## config.mk

```make
export PLATFORM = sky130hd
export DESIGN_NAME = irq_ext_capture
export DESIGN_NICKNAME = d
export VERILOG_FILES = /design/src/rtl/irq_ext_capture.sv
export SDC_FILE = /design/constraint.sdc
export NUM_CORES = 1
export LEC_CHECK = 0
export ABC_AREA = 0
export CAP_MARGIN = 20
export CORE_MARGIN = 2
export CORE_UTILIZATION = 40
export CTS_BUF_LIST = sky130_fd_sc_hd__clkbuf_8
export CTS_CLUSTER_SIZE = 30
export DETAILED_ROUTE_END_ITERATION = 10
export PLACE_DENSITY = 0.62
export SLEW_MARGIN = 20
export SYNTH_ARGS = -nofsm -noshare
export SYNTH_HDL_FRONTEND = slang
export SYNTH_SLANG_ARGS = --single-unit
```

## constraint.sdc

```tcl
create_clock -name i_clk -period 1.8 [get_ports i_clk]
set_input_delay 0.54 -clock i_clk [delete_from_list [all_inputs] [get_ports i_clk]]
set_output_delay 0.54 -clock i_clk [all_outputs]
set_load 0.05 [all_outputs]
```

## src/rtl/irq_ext_capture.sv

```systemverilog
// irq_ext_capture: external interrupt front end for the vectored interrupt controller.
// Synchronises the raw lines and applies per-line enable, level/edge mode and polarity.
// Edge events are latched as pending bits until the VIC acknowledges them by index.
// Optional glitch filter: define IRQ_FILTER_EN to place a FILT_CYC-cycle stability filter
// between the synchroniser and the polarity stage.
module irq_ext_capture #(
  parameter int N_LINES  = 31,
  parameter int FILT_CYC = 3
) (
  input  logic               i_clk,
  input  logic               i_rst,
  input  logic [N_LINES-1:0] i_ext,
  input  logic               i_cfg_we,
  input  logic [4:0]         i_cfg_addr,
  input  logic [3:0]         i_cfg_data,
  input  logic               i_ack,
  input  logic [4:0]         i_ack_id,
  output logic [N_LINES-1:0] o_pending,
  output logic               o_irq_any
);

  if (N_LINES < 1 || N_LINES > 32) begin : g_bad_lines
    $error("irq_ext_capture: N_LINES out of range 1..32");
  end
  if (FILT_CYC < 1 || FILT_CYC > 15) begin : g_bad_filt
    $error("irq_ext_capture: FILT_CYC out of range 1..15");
  end

  localparam logic [5:0] NL = 6'(N_LINES);

  logic [3:0]         cfg_q [N_LINES];
  logic [N_LINES-1:0] s1_q, s2_q;
  logic [N_LINES-1:0] ap_q, ap_d;
  logic [N_LINES-1:0] pend_q, pend_d;
  logic               irq_any_q;
  logic [N_LINES-1:0] f;
  logic [N_LINES-1:0] a, a_new, evt, wr_hit, ack_hit;
  logic               cfg_ok, ack_ok;

  assign cfg_ok = i_cfg_we && ({1'b0, i_cfg_addr} < NL);
  assign ack_ok = i_ack && ({1'b0, i_ack_id} < NL);

  // Two-flop synchroniser per line
  always_ff @(posedge i_clk) begin
    if (!i_rst) begin
      s1_q <= '0;
      s2_q <= '0;
    end else begin
      s1_q <= i_ext;
      s2_q <= s1_q;
    end
  end

`ifdef IRQ_FILTER_EN
  logic [N_LINES-1:0] f_q, f_d;
  logic [3:0]         cnt_q [N_LINES];
  logic [3:0]         cnt_d [N_LINES];

  // Stability filter: reload the down-counter while s2 matches f, accept s2 at terminal count
  always_comb begin
    f_d = f_q;
    for (int i = 0; i < N_LINES; i++) begin
      cnt_d[i] = cnt_q[i];
      if (s2_q[i] == f_q[i]) begin
        cnt_d[i] = 4'(FILT_CYC - 1);
      end else if (cnt_q[i] == 4'd0) begin
        f_d[i]   = s2_q[i];
        cnt_d[i] = 4'(FILT_CYC - 1);
      end else begin
        cnt_d[i] = cnt_q[i] - 4'd1;
      end
    end
  end

  // Filter state registers
  always_ff @(posedge i_clk) begin
    if (!i_rst) begin
      f_q <= '0;
      for (int i = 0; i < N_LINES; i++) cnt_q[i] <= 4'd0;
    end else begin
      f_q <= f_d;
      for (int i = 0; i < N_LINES; i++) cnt_q[i] <= cnt_d[i];
    end
  end

  assign f = f_q;
`else
  assign f = s2_q;
`endif

  // Per-line polarity, event detection and next pending/previous-value state
  always_comb begin
    ap_d    = '0;
    pend_d  = '0;
    a       = '0;
    a_new   = '0;
    evt     = '0;
    wr_hit  = '0;
    ack_hit = '0;
    for (int i = 0; i < N_LINES; i++) begin
      wr_hit[i]  = cfg_ok && (i_cfg_addr == 5'(i));
      ack_hit[i] = ack_ok && (i_ack_id == 5'(i));
      a[i]       = f[i] ^ cfg_q[i][2];
      a_new[i]   = f[i] ^ i_cfg_data[2];
      evt[i]     = cfg_q[i][3] ? (a[i] ^ ap_q[i]) : (a[i] & ~ap_q[i]);
      if (wr_hit[i]) begin
        // New config: drop pending and re-baseline so a polarity flip is not seen as an edge
        ap_d[i]   = a_new[i];
        pend_d[i] = 1'b0;
      end else begin
        ap_d[i] = a[i];
        if (!cfg_q[i][1]) pend_d[i] = cfg_q[i][0] & a[i];
        else              pend_d[i] = cfg_q[i][0] & (evt[i] | (pend_q[i] & ~ack_hit[i]));
      end
    end
  end

  // Config, edge-history and pending registers
  always_ff @(posedge i_clk) begin
    if (!i_rst) begin
      for (int i = 0; i < N_LINES; i++) cfg_q[i] <= 4'd0;
      ap_q      <= '0;
      pend_q    <= '0;
      irq_any_q <= 1'b0;
    end else begin
      for (int i = 0; i < N_LINES; i++) begin
        if (wr_hit[i]) cfg_q[i] <= i_cfg_data;
      end
      ap_q      <= ap_d;
      pend_q    <= pend_d;
      irq_any_q <= |pend_q;
    end
  end

  assign o_pending = pend_q;
  assign o_irq_any = irq_any_q;

endmodule

```

==> flow_summary.yaml <==
run_status:
  status: "finished, final reports clean"
cells_and_area:
  fillers: 2196
  diodes: 0
  drive_above_1_share_pct: 22.2
  nets: 1168
  area_growth_pct: 32.4
  multiInputGateArea_um2: 3680
  final-seq-area_um2: 6230
  utilization_pct: 53.6
synth:
  avgSynthCellArea_um2: 11.6
  syn_inst: 878
  synth_edf_count: 124
  yosys_warnings: 0
  synth_largest_area_cell: "edfxtp_1"
  syn_area_um2: 10200
  synth_most_common_cell: "dfxtp_1"
  netlist_top_cells_count: "dfxtp_1 (125), edfxtp_1 (124), nand2_1 (85), o21ai_0 (85), nor2_1 (84)"
  synthFlopType: "dfxtp_1"
  ys_types: 40
  synthArstFlopShare_pct: 0
  synthTopCellsByArea: "edfxtp_1 (37%), dfxtp_1 (25%), xor2_1 (5.3%), o21ai_0 (4.2%), and2_1 (3.9%)"
  synth_top_area_share_pct: 36.6
  yosys_register_bits: 249
  yosysSeqAreaShare_pct: 61.2
  synth_nets: 958
route:
  num_vias: 7122
  routed_wl_um: 24500
  firstDrtPassIters: 4
  wl_per_cell_um: 16.9
  postRouteAntennaNets: 0
  drt_iter0_drc: 403
  drc: 0
  vias_per_cell: 4.91
sta:
  clock_skew_ns: 0.0209
  finalMaxSlewViolations: 0
  worstMarginPinSlew_ns: 0.427
  slew-limit-headroom_pct: 71.3
  rsz0062_at_grt: "false"
  finalHoldViolCount: 0
  finalSetupViolations: 0
  min_period_over_period_pct: 97.4
  max_freq_mhz: 570
  period_needed_ns: 1.75
  fin_hold_ws_ns: 0.376
clock_network:
  numCtsBuffers: 42
  clk_latency_ns: 0.54
  cts_htree_levels: 2
  clk_pin_slew_worst_paths_ns: 0.06
  cts_tree: "done"
  cts-root-buf: "clkbuf_8"
  clk_path_buf_depth: 3
  clock_sinks: 249
  ctsHoldBuffers: 0
placement:
  gp_congestion: 0.838
  port_buffers: 80
  dp_hpwl_um: 17500
worst_setup_path:
  ff2ff_path_depth: 5
  end_kind: "output port"
  required_ns: 1.26
  cp_slowest_stage_delay_ns: 0.49
  cp_top_family: "flip-flops"
  crit_arrival_ns: 1.21
  critPathSlowestCell: "dfxtp_1"
  r2r_setup_slack_ns: 0.28
  crit_buf_inv: 1
  crit_type: "reg2out"
  critPathCapture: "o_pending[4]"
  cp_cell_sequence: "buf_12"
  crit_start: "o_pending[4]$_SDFF_PP0_"
  start_kind: "flip-flop"
  r2r-start: "cfg_q[1][26]$_DFFE_PP_"
  cp.depth: 1
  r2r_end: "o_pending[22]$_SDFF_PP0_"
  critical_path.max_fanout: 3
global_route:
  grt-ovfl-total: 0
  grt_start_max_net_pins: 29
  grt_pass1_wl_um: 38900
  grt_pass1_vias: 7309
  gr-usage-all-layers_pct: 19.1
  antenna_found_initial: 0
power_and_ir_drop:
  leakage_uw: 0.00556
  power_density_nw_per_um2: 986
  ir_drop_mv: 0.476
die:
  dieArea_um2: 26700
  core_um2: 25100
  rows: 58
  dieHeight_um: 163
  io_pins: 81
  start_util_pct: 40.5
  die_x_um: 163
hold_path:
  hold_class: "in2reg"
flow_run:
  maxCapViolCount: 0
-- sequential cells by signal, summed over array words and instances, names as in the netlist --
signal     flops
s1_q          31
cfg_q        124
o_pending     31
f             31
o_irq_any      1
ap_q          31
-- routing by layer --
metal / wire [um] / up-vias / GRT usage (%)
li1: - / 3492 / -
met1: 11000 / 3389 / 25.8
met2: 11300 / 184 / 30.3
met3: 1540 / 57 / 3.89
met4: 687 / 0 / 7.26
met5: 0 / - / 0
-- layout make-up --
type,instances,area share (%)
clock inverters,23,0.911
multi-input cells,563,27.3
flip-flops and latches,249,46.3
inverters,37,1.03
clock buffers,54,5.52
repair buffers,195,15.9
well taps,330,3.07
-- report_power, final --
| group | switching [uW] | leakage (uW) | internal [uW] |
|---|---|---|---|
| Clock | 2220 | 0.000504 | 2830 |
| Sequential | 227 | 0.00223 | 6330 |
| Combinational | 883 | 0.00283 | 783 |
| Total | 3330 | 0.00556 | 9950 |
-- through the flow --
step,setup TNS [ns],power (uW),cell area (um2),setup WS [ns],std cells
3_3_place_gp,-82.03,8300,12600,-0.422,1374
6_report,0,13300,13500,0.0469,1451
3_5_place_dp,-88.81,8350,12600,-0.477,1374
4_1_cts,0,13400,13500,0.0119,1451
2_1_floorplan,0,7490,10200,0.116,878
5_1_grt,0,13900,13500,0.0112,1451
-- cell usage in the layout (no fill, tap or decap), types with 3 or more instances in the layout --
cell             count
clkinv_2             5
nand3_1              4
buf_4              103
nor4_1               7
a311oi_1            13
nor3b_1             10
inv_1               52
a31oi_1              6
dfxtp_1            122
o21ai_0             85
buf_12              45
nand4_1              3
mux2i_1              8
a21oi_1             10
nor2_1              84
clkdlybuf4s50_1     45
xor2_1              62
clkbuf_8            54
nand2_2             11
edfxtp_1           124
dfxtp_2              3
a311oi_2            12
nand2_4              6
ha_1                31
nand2b_1            14
nand2_1             85
o2111ai_1            6
a21boi_0             3
and4b_1              3
nor2b_1              8
nand3b_1             6
and2_1              63
and4bb_4             3
o211a_1             12
-- worst min path at each step --
stage / depth (start not counted) / slack (ns) / start / end
detailed placement: 1 / 0.42 / s1_q[13]$_SDFF_PN0_ / f[13]$_SDFF_PN0_
global placement: 1 / 0.41 / s1_q[15]$_SDFF_PN0_ / f[15]$_SDFF_PN0_
CTS: 2 / 0.35 / i_rst / ap_q[16]$_SDFF_PN0_
global route: 2 / 0.36 / i_rst / ap_q[16]$_SDFF_PN0_
floorplan: 1 / 0.41 / s1_q[0]$_SDFF_PN0_ / f[0]$_SDFF_PN0_
finish: 2 / 0.38 / i_rst / ap_q[16]$_SDFF_PN0_
-- kinds of logic after synthesis --
| logic type | count (synthesis) | share of synthesized area (%) |
|---|---|---|
| buffers and inverters | 66 | 2.66 |
| and+or+nand+nor | 314 | 16.3 |
| DFF | 249 | 61.2 |
| adders and majority gates | 31 | 3.81 |
| muxes | 8 | 0.787 |
| xor gates and xnor gates | 62 | 5.34 |
| AOI/OAI and AO/OA | 148 | 9.93 |
-- timing repair --
item	CTS	global route
setup buffers	0	0
setup endpoints to repair	3	1
resized for setup	3	1
pin swaps	0	0
Power figures use the tool's default switching activity.
==> RTL edit 1: new RTL, same settings <==
Register the inputs `i_cfg_we`, `i_cfg_addr` and `i_cfg_data` before use, without a reset. The logic sees them one clock later. The other inputs are not delayed to match.
--- a/src/rtl/irq_ext_capture.sv
+++ b/src/rtl/irq_ext_capture.sv
@@ -20,4 +20,14 @@
 );
 
+  logic i_cfg_we_q;
+  logic [4:0] i_cfg_addr_q;
+  logic [3:0] i_cfg_data_q;
+
+  always_ff @(posedge i_clk) begin
+    i_cfg_we_q   <= i_cfg_we;
+    i_cfg_addr_q <= i_cfg_addr;
+    i_cfg_data_q <= i_cfg_data;
+  end
+
   if (N_LINES < 1 || N_LINES > 32) begin : g_bad_lines
     $error("irq_ext_capture: N_LINES out of range 1..32");
@@ -38,5 +48,5 @@
   logic               cfg_ok, ack_ok;
 
-  assign cfg_ok = i_cfg_we && ({1'b0, i_cfg_addr} < NL);
+  assign cfg_ok = i_cfg_we_q && ({1'b0, i_cfg_addr_q} < NL);
   assign ack_ok = i_ack && ({1'b0, i_ack_id} < NL);
 
@@ -99,8 +109,8 @@
     ack_hit = '0;
     for (int i = 0; i < N_LINES; i++) begin
-      wr_hit[i]  = cfg_ok && (i_cfg_addr == 5'(i));
+      wr_hit[i]  = cfg_ok && (i_cfg_addr_q == 5'(i));
       ack_hit[i] = ack_ok && (i_ack_id == 5'(i));
       a[i]       = f[i] ^ cfg_q[i][2];
-      a_new[i]   = f[i] ^ i_cfg_data[2];
+      a_new[i]   = f[i] ^ i_cfg_data_q[2];
       evt[i]     = cfg_q[i][3] ? (a[i] ^ ap_q[i]) : (a[i] & ~ap_q[i]);
       if (wr_hit[i]) begin
@@ -125,5 +135,5 @@
     end else begin
       for (int i = 0; i < N_LINES; i++) begin
-        if (wr_hit[i]) cfg_q[i] <= i_cfg_data;
+        if (wr_hit[i]) cfg_q[i] <= i_cfg_data_q;
       end
       ap_q      <= ap_d;
Formal check against the unedited RTL: not equivalent (a bounded check fails within 4 cycles, from zero or initial values and one cycle with i_rst low).
==> RTL edit 1 against the unedited design <==
- largest power group unchanged
- worst setup slack gained 3.9 ps
- power grew 2.8%
- cell count shrank 3.7%
- hold slack lost 25 ps
- final area shrank 2.6%
- synthesized area grew 1.9%
- combinational power shrank 7%
- sequential cell count grew 10
- routed wire length shrank 1.2%
==> RTL edit 1: results <==
set metrics [dict create \
    status "finished clean" \
    synthTopCellsByArea "edfxtp_1 36%, dfxtp_1 26%, xor2_1 5.2%" \
    holdWs_ps 351 \
    wl_per_cell_um 17.4 \
    rr_worst_depth 3 \
    reg2reg_from "i_cfg_addr_q[3]" \
    grt_start_max_net_pins 67 \
    grt_usage_pct 18.4 \
    fin_worst_skew_ps 32.0 \
    worstReg2RegEnd "cfg_q[0][44]" \
    synthTopCellsByCount "135 x dfxtp_1, 124 x edfxtp_1, 84 x o21ai_0, 83 x nor2_1, 82 x nand2_1" \
    ys_types 41 \
    netlist.area_leader.share_pct 35.9 \
    syn-num-nets 966 \
    vias 6956 \
    cts_inserted_buffers 44 \
    min_to "ap_q[6]" \
    syn_inst 886 \
    max-slew-margin-rel_pct 61.4 \
    vdd_drop_max_mv 0.689 \
    grt_pass1_vias 6780 \
    dp.cells 1315 \
    seq_area_frac_synth_pct 62.0 \
    drive_above_1_share_pct 17.4 \
    gp_congestion 0.802 \
    dpl.hpwl_um 16900 \
]
## RTL edit 1: per-layer routing
metal | part of all wire, % | track usage [%] | up-vias
met3 | 4.2 | 3.39 | 46
met2 | 47 | 30.0 | 152
met4 | 2.7 | 7.04 | 0
li1 | - | - | 3392
met5 | 0 | 0 | -
met1 | 46 | 24.3 | 3366
## RTL edit 1: kinds of logic after synthesis
kind of cell | share of synthesized area (%)
fa+ha+maj | 3.74
simple gates | 16.0
flops | 62.0
mux | 0.676
xor+xnor | 5.24
compound gates | 9.59
buf+inv | 2.80
## RTL edit 1: worst max path at each step
stage                              from       endpoint  slack (ps)  depth (start not counted)
after floorplan                   i_rst   cfg_q[1][11]         150                          4
after global placement            i_ack   o_pending[8]        -300                          4
after detailed placement          i_ack   o_pending[4]        -320                          4
after CTS                 o_pending[18]  o_pending[18]          20                          1
after global routing      o_pending[18]  o_pending[18]          10                          1
final                      o_pending[0]   o_pending[0]          50                          1
## RTL edit 1: final cells by class
class | count | area share (%)
clock inverter | 26 | 1.04
timing repair buffer | 129 | 12.0
multi-input combinational | 561 | 27.9
tap | 330 | 3.15
inverter | 36 | 1.03
sequential | 259 | 49.0
clock buffer | 56 | 5.88
## RTL edit 1: power by group
part | internal [mW] | leakage (nW) | switching [mW]
combinational | 0.704 | 2.48 | 0.846
clock | 2.95 | 0.529 | 2.34
sequential | 6.57 | 2.31 | 0.239
## RTL edit 1: metrics by stage
step	total power, mW	setup slack (ps)	util (%)	TNS [ps]
global route	14.2	11.8	51.8	0
finish	13.6	50.8	51.8	0
detailed placement	8.49	-321	48.2	-5710
global placement	8.46	-297	48.2	-5210
floorplan	7.73	149	-	0
CTS	13.8	18.2	51.8	0
==> RTL edit 2: new RTL, same flow settings <==
Made on the original files. Add a define of `IRQ_FILTER_EN`.
--- a/src/rtl/irq_ext_capture.sv
+++ b/src/rtl/irq_ext_capture.sv
@@ -4,4 +4,6 @@
 // Optional glitch filter: define IRQ_FILTER_EN to place a FILT_CYC-cycle stability filter
 // between the synchroniser and the polarity stage.
+`define IRQ_FILTER_EN
+
 module irq_ext_capture #(
   parameter int N_LINES  = 31,
Formal check against the unedited RTL: not equivalent (Yosys sat finds a counterexample within 4 cycles, from zero or initial values and one cycle with i_rst low).
==> RTL edit 2 against the unedited design <==
- first-iteration DRC count rose by 25%
- sequential cell count rose by 155
- synthesized area rose by 60%
- die area rose by 59%
- count of clock-buffer cells in the layout rose by 30
- power rose by 53%
- critical path type unchanged
- final area rose by 51%
- via count rose by 58%
- synthesized cell count rose by 77%
- cell count rose by 62%
- routed wire length rose by 45%
- worst setup slack improved by 5.9 ps
- highest routed layer unchanged
==> RTL edit 2: results <==
set metrics [dict create \
    cellLeakagePower_nw 8.50 \
    synth_mux_area_share_pct 0.983 \
    synthXorXnorAreaFrac_pct 8.33 \
    max-slew-margin-rel_pct 68.3 \
    drt_iter0_markers 505 \
    antenna_found_initial 0 \
    htreeDepth 3 \
    seq_area_frac_synth_pct 57.3 \
    status "finished clean" \
    met1_length_um 15900 \
    syn-num-nets 1663 \
    clk-insertion-delay-late_ps 610 \
    gp_congestion 0.792 \
    synth_fa_ha_area_share_pct 4.76 \
    drive_above_1_share_pct 15.9 \
    dpl.hpwl_um 24700 \
    cp_slowest_cell "dfxtp_2" \
    grt_start_max_net_pins 74 \
    place_area_sq_um 18900 \
    fill_cells 3654 \
    crit_fanout 3 \
    wl_met3_um 1540 \
    grt_pass1_wl_um 56600 \
    wl_per_cell_um 15.1 \
    ys_types 40 \
    fin_worst_skew_ps 18.4 \
    top_regs "cfg_q: 124 flops, cnt_q: 124 flops" \
    vdd_drop_max_mv 0.426 \
    fin_nets 1886 \
    wl_met2_um 17000 \
    grt_usage_pct 17.1 \
    synth_compound_area_share_pct 8.24 \
    vias 11300 \
    synthTopCellsByArea "dfxtp_1 34%, edfxtp_1 23%, xor2_1 5.0%" \
    cts_inserted_buffers 69 \
    synthTopCellsByCount "280 x dfxtp_1, 201 x nor2_1, 131 x nand2_1, 124 x edfxtp_1, 100 x inv_1" \
]
==> RTL edit 2: cell families after synthesis <==
| family | count (synthesis) |
|---|---|
| mux | 16 |
| compound gates | 202 |
| simple gates | 573 |
| xor+xnor | 155 |
| flops | 404 |
| buf+inv | 140 |
| fa+ha+maj | 62 |
==> RTL edit 2: power by group <==
group	switching, mW	total, mW	internal (mW)
clock network	3.67	7.91	4.24
registers	0.299	10.2	9.89
logic	1.17	2.21	1.04
total	5.13	20.3	15.2
==> RTL edit 2: routing by layer <==
layer	vias up	global-route usage, %
li1	5708	-
met1	5293	21.4
met2	197	28.8
met3	75	3.60
met4	0	6.79
met5	-	0
==> RTL edit 2: per-stage QoR <==
| step | total power, mW | worst slack [ps] | util (%) | cells | hold WS (ps) |
|---|---|---|---|---|---|
| 6_report | 20.3 | 52.8 | 50.8 | 2356 | 322 |
| 2_1_floorplan | 11.6 | 117 | - | 1552 | 412 |
| 5_1_grt | 21.3 | 1.31 | 50.8 | 2356 | 275 |
| 3_3_place_gp | 12.5 | -444 | 47.4 | 2229 | 415 |
| 4_1_cts | 20.6 | 2.55 | 50.8 | 2356 | 265 |
| 3_5_place_dp | 12.6 | -475 | 47.4 | 2229 | 418 |
==> RTL edit 2: worst reg2reg max path, stage by stage (launching register included) <==
cell and delay, ps:
edfxtp_1 380, xor2_1 250, ha_1 290, nand2_1 50, o21ai_0 100, a311oi_1 310
==> RTL edit 2: area by class of cell <==
class,instances,area [sq um],share of cell area [%]
flip-flops and latches,404,9360,46.0
clock inverters,43,191,0.942
multi-input cells,1008,6410,31.6
clock buffers,84,1160,5.69
inverters,100,375,1.85
well taps,525,657,3.23
repair buffers,192,2170,10.7
==> RTL edit 2: path summary, 6_finish.rpt <==
kind / slack, ps / end / cells past startpoint / start
worst max-delay path: 50 / o_pending[0] / 1 / o_pending[0]
worst min-delay path: 320 / ap_q[0] / 2 / i_rst
worst max register to register: 300 / o_pending[13] / 5 / cfg_q[0][54]
worst min register to register: 430 / s2_q[23] / 1 / s1_q[23]
==> RTL edit 2: timing repair <==
item / in CTS / in global routing
hold endpoints to repair: 0 / 0
gates resized for setup: 17 / 7
setup endpoints to repair: 17 / 6
buffers inserted: 0 / 0
